**src/rtl/alu_pkg.sv**
```systemverilog
// alu_pkg: shared ALU widths, opcodes, command record and issue-stage state encoding.
// Rev 1.0
`default_nettype none

package alu_pkg;

  localparam int ALU_DATA_W = 4;
  localparam int ALU_SEL_W  = 3;
  localparam int ALU_TAG_W  = 2;

  localparam logic [ALU_SEL_W-1:0] ALU_SEL_ADD = 3'd0;
  localparam logic [ALU_SEL_W-1:0] ALU_SEL_SUB = 3'd1;
  localparam logic [ALU_SEL_W-1:0] ALU_SEL_AND = 3'd2;
  localparam logic [ALU_SEL_W-1:0] ALU_SEL_OR  = 3'd3;
  localparam logic [ALU_SEL_W-1:0] ALU_SEL_NOT = 3'd4;

  typedef struct packed {
    logic [ALU_SEL_W-1:0]  sel;
    logic [ALU_DATA_W-1:0] a;
    logic [ALU_DATA_W-1:0] b;
    logic [ALU_TAG_W-1:0]  tag;
  } alu_cmd_t;

  typedef enum logic [1:0] {
    IDLE = 2'd0,
    EXEC = 2'd1,
    HOLD = 2'd2
  } issue_state_t;

endpackage

`default_nettype wire

```
**src/rtl/alu_cmd_fifo.sv**
```systemverilog
// alu_cmd_fifo: DEPTH-entry synchronous FIFO of ALU commands with occupancy count.
// Rev 1.0
`default_nettype none

module alu_cmd_fifo
  import alu_pkg::*;
#(
  parameter int DEPTH = 4,
  localparam int PTR_W = $clog2(DEPTH),
  localparam int CNT_W = $clog2(DEPTH) + 1
) (
  input  logic             clk,
  input  logic             rst_n,
  input  logic             push_i,
  input  logic             pop_i,
  input  alu_cmd_t         din_i,
  output alu_cmd_t         dout_o,
  output logic             full_o,
  output logic             empty_o,
  output logic [CNT_W-1:0] count_o
);

  logic [PTR_W-1:0] wr_ptr_q, rd_ptr_q;
  logic [CNT_W-1:0] count_q, count_d;
  alu_cmd_t         mem_q [DEPTH];
  logic             push_w, pop_w;

  assign full_o  = (count_q == CNT_W'(DEPTH));
  assign empty_o = (count_q == '0);
  assign count_o = count_q;
  assign dout_o  = mem_q[rd_ptr_q];

  assign push_w = push_i && !full_o;
  assign pop_w  = pop_i && !empty_o;

  always_comb begin
    count_d = count_q;
    if (push_w && !pop_w) begin
      count_d = count_q + CNT_W'(1);
    end else if (!push_w && pop_w) begin
      count_d = count_q - CNT_W'(1);
    end
  end

  // Pointers are exactly log2(DEPTH) wide, so the increment wraps modulo DEPTH.
  always_ff @(posedge clk or negedge rst_n) begin
    if (!rst_n) begin
      wr_ptr_q <= '0;
      rd_ptr_q <= '0;
      count_q  <= '0;
    end else begin
      if (push_w) wr_ptr_q <= wr_ptr_q + PTR_W'(1);
      if (pop_w)  rd_ptr_q <= rd_ptr_q + PTR_W'(1);
      count_q <= count_d;
    end
  end

  always_ff @(posedge clk) begin
    if (push_w) begin
      mem_q[wr_ptr_q] <= din_i;
    end
  end

endmodule

`default_nettype wire

```
**src/rtl/alu_cmd_issue.sv**
```systemverilog
// alu_cmd_issue: queues ALU commands, issues one per EXEC cycle, registers the result
// with zero/illegal flags and hands it off on a valid/ready port. Rev 1.0
`default_nettype none

module alu_cmd_issue
  import alu_pkg::*;
#(
  parameter int DEPTH = 4,
  parameter int TAG_W = ALU_TAG_W
) (
  input  logic                    clk,
  input  logic                    rst_n,
  input  logic                    cmd_valid,
  output logic                    cmd_ready,
  input  logic [ALU_SEL_W-1:0]    cmd_sel,
  input  logic [ALU_DATA_W-1:0]   cmd_a,
  input  logic [ALU_DATA_W-1:0]   cmd_b,
  input  logic [TAG_W-1:0]        cmd_tag,
  output logic [ALU_DATA_W-1:0]   alu_a,
  output logic [ALU_DATA_W-1:0]   alu_b,
  output logic [ALU_SEL_W-1:0]    alu_sel,
  input  logic [ALU_DATA_W-1:0]   alu_out,
  output logic                    res_valid,
  input  logic                    res_ready,
  output logic [ALU_DATA_W-1:0]   res_data,
  output logic                    res_zero,
  output logic                    res_illegal,
  output logic [TAG_W-1:0]        res_tag,
  output logic [$clog2(DEPTH):0]  fifo_count,
  output logic [7:0]              op_count
);

  issue_state_t          state_q, state_d;
  logic                  res_valid_q, res_valid_d;
  logic [ALU_DATA_W-1:0] res_data_q, res_data_d;
  logic                  res_zero_q, res_zero_d;
  logic                  res_illegal_q, res_illegal_d;
  logic [TAG_W-1:0]      res_tag_q, res_tag_d;
  logic [7:0]            op_count_q, op_count_d;

  alu_cmd_t fifo_din, fifo_head;
  logic     fifo_full, fifo_empty, push, pop;

  assign fifo_din = '{sel: cmd_sel, a: cmd_a, b: cmd_b, tag: ALU_TAG_W'(cmd_tag)};
  assign cmd_ready = !fifo_full;
  assign push      = cmd_valid && !fifo_full;

  alu_cmd_fifo #(.DEPTH(DEPTH)) u_fifo (
    .clk     (clk),
    .rst_n   (rst_n),
    .push_i  (push),
    .pop_i   (pop),
    .din_i   (fifo_din),
    .dout_o  (fifo_head),
    .full_o  (fifo_full),
    .empty_o (fifo_empty),
    .count_o (fifo_count)
  );

  always_comb begin
    state_d       = state_q;
    res_valid_d   = res_valid_q;
    res_data_d    = res_data_q;
    res_zero_d    = res_zero_q;
    res_illegal_d = res_illegal_q;
    res_tag_d     = res_tag_q;
    op_count_d    = op_count_q;
    alu_a         = '0;
    alu_b         = '0;
    alu_sel       = '0;
    pop           = 1'b0;
    case (state_q)
      IDLE: begin
        if (!fifo_empty) state_d = EXEC;
      end
      EXEC: begin
        alu_a         = fifo_head.a;
        alu_b         = fifo_head.b;
        alu_sel       = fifo_head.sel;
        pop           = 1'b1;
        res_data_d    = alu_out;
        res_zero_d    = (alu_out == '0);
        res_illegal_d = (fifo_head.sel > ALU_SEL_NOT);
        res_tag_d     = TAG_W'(fifo_head.tag);
        res_valid_d   = 1'b1;
        state_d       = HOLD;
      end
      HOLD: begin
        // A command accepted in the hand-off cycle is enough to go straight to EXEC.
        if (res_ready) begin
          op_count_d  = op_count_q + 8'd1;
          res_valid_d = 1'b0;
          state_d     = (!fifo_empty || push) ? EXEC : IDLE;
        end
      end
      default: state_d = IDLE;
    endcase
  end

  always_ff @(posedge clk or negedge rst_n) begin
    if (!rst_n) begin
      state_q       <= IDLE;
      res_valid_q   <= 1'b0;
      res_data_q    <= '0;
      res_zero_q    <= 1'b0;
      res_illegal_q <= 1'b0;
      res_tag_q     <= '0;
      op_count_q    <= '0;
    end else begin
      state_q       <= state_d;
      res_valid_q   <= res_valid_d;
      res_data_q    <= res_data_d;
      res_zero_q    <= res_zero_d;
      res_illegal_q <= res_illegal_d;
      res_tag_q     <= res_tag_d;
      op_count_q    <= op_count_d;
    end
  end

  assign res_valid   = res_valid_q;
  assign res_data    = res_data_q;
  assign res_zero    = res_zero_q;
  assign res_illegal = res_illegal_q;
  assign res_tag     = res_tag_q;
  assign op_count    = op_count_q;

endmodule

`default_nettype wire

```
**config.mk**
```make
export PLATFORM = sky130hd
export DESIGN_NAME = alu_cmd_issue
export DESIGN_NICKNAME = d
export VERILOG_FILES = /design/src/rtl/alu_pkg.sv /design/src/rtl/alu_cmd_fifo.sv /design/src/rtl/alu_cmd_issue.sv
export SDC_FILE = /design/constraint.sdc
export NUM_CORES = 1
export LEC_CHECK = 0
export BUFFER_PORTS_ARGS = -buffer_cell sky130_fd_sc_hd__buf_2
export CAP_MARGIN = 20
export CORE_MARGIN = 2
export CORE_UTILIZATION = 38
export CTS_CLUSTER_DIAMETER = 50
export CTS_CLUSTER_SIZE = 12
export DETAILED_ROUTE_END_ITERATION = 7
export PLACE_DENSITY = 0.68
export SLEW_MARGIN = 30
export SYNTH_ARGS = -nofsm -noshare
export SYNTH_HDL_FRONTEND = slang
export SYNTH_SLANG_ARGS = --single-unit
```
**constraint.sdc**
```tcl
create_clock -name clk -period 5.87 [get_ports clk]
set_clock_uncertainty 0.2 [all_clocks]
set_input_delay 1.174 -clock clk [delete_from_list [all_inputs] [get_ports clk]]
set_output_delay 1.174 -clock clk [all_outputs]
set_load 0.01 [all_outputs]
```
==> impl_results.md <==
* Run status: finished, final reports clean
* Area of the die at 0.00909 sq mm
* Synthesis warning total at 0
* Count of clock tree sinks at 78
* Share of async-settable or async-resettable flops after synthesis at 33.3%
* Unrepaired setup endpoints after global routing: false
* Cell types occupying the most area after synthesis: edfxtp_1, dfrtp_1, mux4_2, mux4_1, nand2_1
* Number of buffers added by the clock tree synthesis step at 9
* Worst-Margin Slew at 0.841 ns
* Clock buffer depth at 2
* Share of the clock period used by the worst path at 61.2%
* Placement Rows at 33
* Flip-flop and latch count after synthesis at 78
* Clock tree from TritonCTS: done
* Hold Path Cell Cnt at 1
* Clock-pin slew of the registers on the worst-case setup and hold paths at 0.08 ns
* Antenna violations before repair at 1
* Via count of the first global-routing pass at 1757
* Cell Area, Synth at 0.00317 sq mm
* Hold violation total from the final report at 0
* Resized cells post-CTS at 0
* Fraction of power consumed by sequential logic at 45.9%
* Top-level port count at 53
* Postcts setup bufs at 0
* Post-route core utilization at 46.2%
* Setup crit end kind: primary output
* Timing-limited maximum frequency at 279 MHz
* Number of nets at the end of the flow at 278
* Total of fill cells in the finished design at 696
* Max-slew violations at 0
* # diodes at 0
* Pre-Repair DR Iteration Count at 4
* Capture point of the worst reg-to-reg path: u_fifo.count_o[2]
* Count of flip-flops with a built-in enable after synthesis at 52
* Logic gate share of total power at 29.4%
* Hold Crit Class: reg2reg
* Mean area per synthesized cell at 16.5 sq um
* P_int at 1.30 mW
* Detailed-route wire length per cell at 15.0 um
* Commonest cells post-synth: edfxtp_1, nand2_1, dfrtp_1, and2_1
* Share of total power in the clock network at 24.7%
* Data required, critical path at 4.50 ns
* Area of the placeable core at 0.00813 sq mm
* Summed negative setup slack over all endpoints at 0 ns
* Post-layout total power at 1.89 mW
* Length in cells of the worst reg-to-reg path at 8
* Global Route Usage Sum at 13.4%
* Area of all placed cells without fillers at 0.00376 sq mm
* Drt initial violations at 146
* Final min period at 3.59 ns
* X dimension of the die at 95.3 um
* Worst setup SP type: register
* Arrival @ worst endpoint at 2.22 ns
* Footprint of the flip-flops and latches at 0.00221 sq mm
* Total length of routed wires at 5.42 mm
* Total power per unit cell area at 504 mW/mm^2
* Remaining design rule violation count at 0
* End of the worst hold path: op_count[7]
* Headroom to the max-slew limit at 43.9%
* Master cell of the clock root buffer: clkbuf_8
* Highest ir drop seen on vdd at 0.230 mV
* Worst setup slack for register-to-register paths at 3.52 ns
* Number of unique standard cell types used by synthesis at 31
* Overflow after GRT at 0
* Number of setup violations in the final report at 0
* CTS H-tree depth at 3
* Library cell with the largest summed area after synthesis: edfxtp_1
* Area added between synthesis and finish at 18.5%
* Maximum number of pins on one net before global-route repair at 27
* Cell count after synthesis at 192
* Share of total power consumed by net switching at 31.2%
* Most frequent cell after synthesis: edfxtp_1
* Post-synthesis sequential area ratio at 69.8%
* Routed via count divided by cell count at 4.81
* Syn nets at 220
* Clock latency at the later pin of the worst-skew pair at 0.35 ns
* Placed wire-length estimate at 3.59 mm
* Worst flop-to-flop path startpoint: u_fifo.count_o[0]
* Placed standard-cell area at 0.00352 sq mm
* Gp weighted congestion at 0.719
* Ys flop type: edfxtp_1
* Maximum net fanout on the critical path at 15
* Antenna Violating Nets Remaining at 0
* Wire length of the first global-routing pass at 8.74 mm
* Worst min-delay path startpoint: op_count[7]
* Hold-fix buffers, CTS at 0
* Multi-input combinational cell area at 898 sq um
* Count of port buffers added during placement at 52
* Area share of the leading cell type in the synthesized netlist at 49.3%
* Switch Pwr at 0.591 mW
* Routed via count at 1731
* Class of the most critical setup path: reg2out
* Proportion of layout cells with a drive suffix above 1 at 30.6%
* Die Span Y at 95.3 um
* Maxcap violations at 0
* Initial core utilization at 39.0%
* Cell leakage power at 1.55 nW
-- logic make-up after synthesis --
family          after synthesis  synth area share, %
compound gates                6                 1.14
xor+xnor                     13                 3.59
fa+ha+maj                     7                 3.00
buf+inv                       9                 1.89
flops                        78                 69.8
mux                          15                 10.5
simple gates                 64                 10.1
-- power by group through the flow --
stage	logic, mW	registers, mW	clock network [mW]
6_report	0.557	0.868	0.468
2_1_floorplan	0.419	0.846	0
5_1_grt	0.629	0.894	0.500
3_3_place_gp	0.551	0.876	0
3_5_place_dp	0.571	0.884	0
4_1_cts	0.574	0.872	0.477
-- state kept, by name, summed over array words and instances, names as in the netlist --
register	flops
op_count	8
res_data	4
res_illegal	1
res_tag	2
res_valid	1
res_zero	1
state_q	2
u_fifo.count_o	3
u_fifo.mem_q	52
u_fifo.rd_ptr_q	2
u_fifo.wr_ptr_q	2
-- cell type report --
| cell class | instances | share of cell area, % |
|---|---|---|
| Clock buffer | 10 | 3.40 |
| Clock inverter | 6 | 2.86 |
| Inverter | 3 | 0.300 |
| Tap cell | 105 | 3.50 |
| Multi-Input combinational cell | 105 | 23.9 |
| Timing Repair Buffer | 53 | 7.13 |
| Sequential cell | 78 | 58.9 |
-- placed cells by master (no fill, tap or decap), types with 2 or more instances in the layout --
cell type   n
dfrtp_1    26
nand2_1    29
ha_1        6
nor3_1      3
clkbuf_8    9
nand4_1     3
mux2_2      2
o21ai_0     2
nand3_1     2
buf_2      52
nor2_1      3
inv_1       3
xnor2_1     8
bufinv_16   3
o21ai_1     2
edfxtp_1   52
mux4_1      5
nor2b_1     2
mux4_2      8
and2_1     15
nand2b_1    2
xor2_1      5
-- how the worst max path moves through the flow --
stage | start | end | slack, ns | cells past startpoint
CTS | u_fifo.rd_ptr_q[0] | alu_sel[2] | 2.21 | 3
detailed placement | u_fifo.rd_ptr_q[0] | alu_sel[1] | 2.60 | 3
floorplan | cmd_valid | u_fifo.count_o[2] | 3.17 | 7
global placement | u_fifo.rd_ptr_q[0] | alu_sel[2] | 2.64 | 3
finish | u_fifo.rd_ptr_q[0] | alu_sel[1] | 2.28 | 3
global route | u_fifo.rd_ptr_q[0] | alu_sel[1] | 2.07 | 3
-- routing by layer --
metal,global-route usage (%),vias to the layer above,routed length (um)
met2,22.4,58,2620
met3,4.98,11,425
met1,16.2,846,2280
li1,-,814,-
met5,0,-,17
met4,3.99,2,82
-- worst max-delay path, stage by stage, from the launching register on --
cell and delay, ns:
dfrtp_1 0.89, mux4_1 0.67, and2_1 0.17, buf_2 0.13
-- stage by stage --
stage               cells  hold slack [ns]  setup slack, ns
floorplan             192            0.267             3.17
global placement      344            0.251             2.64
detailed placement    344            0.260             2.60
CTS                   360            0.275             2.21
global route          360            0.295             2.07
finish                360            0.266             2.28
Note: power is estimated with default switching activity, not from simulation.
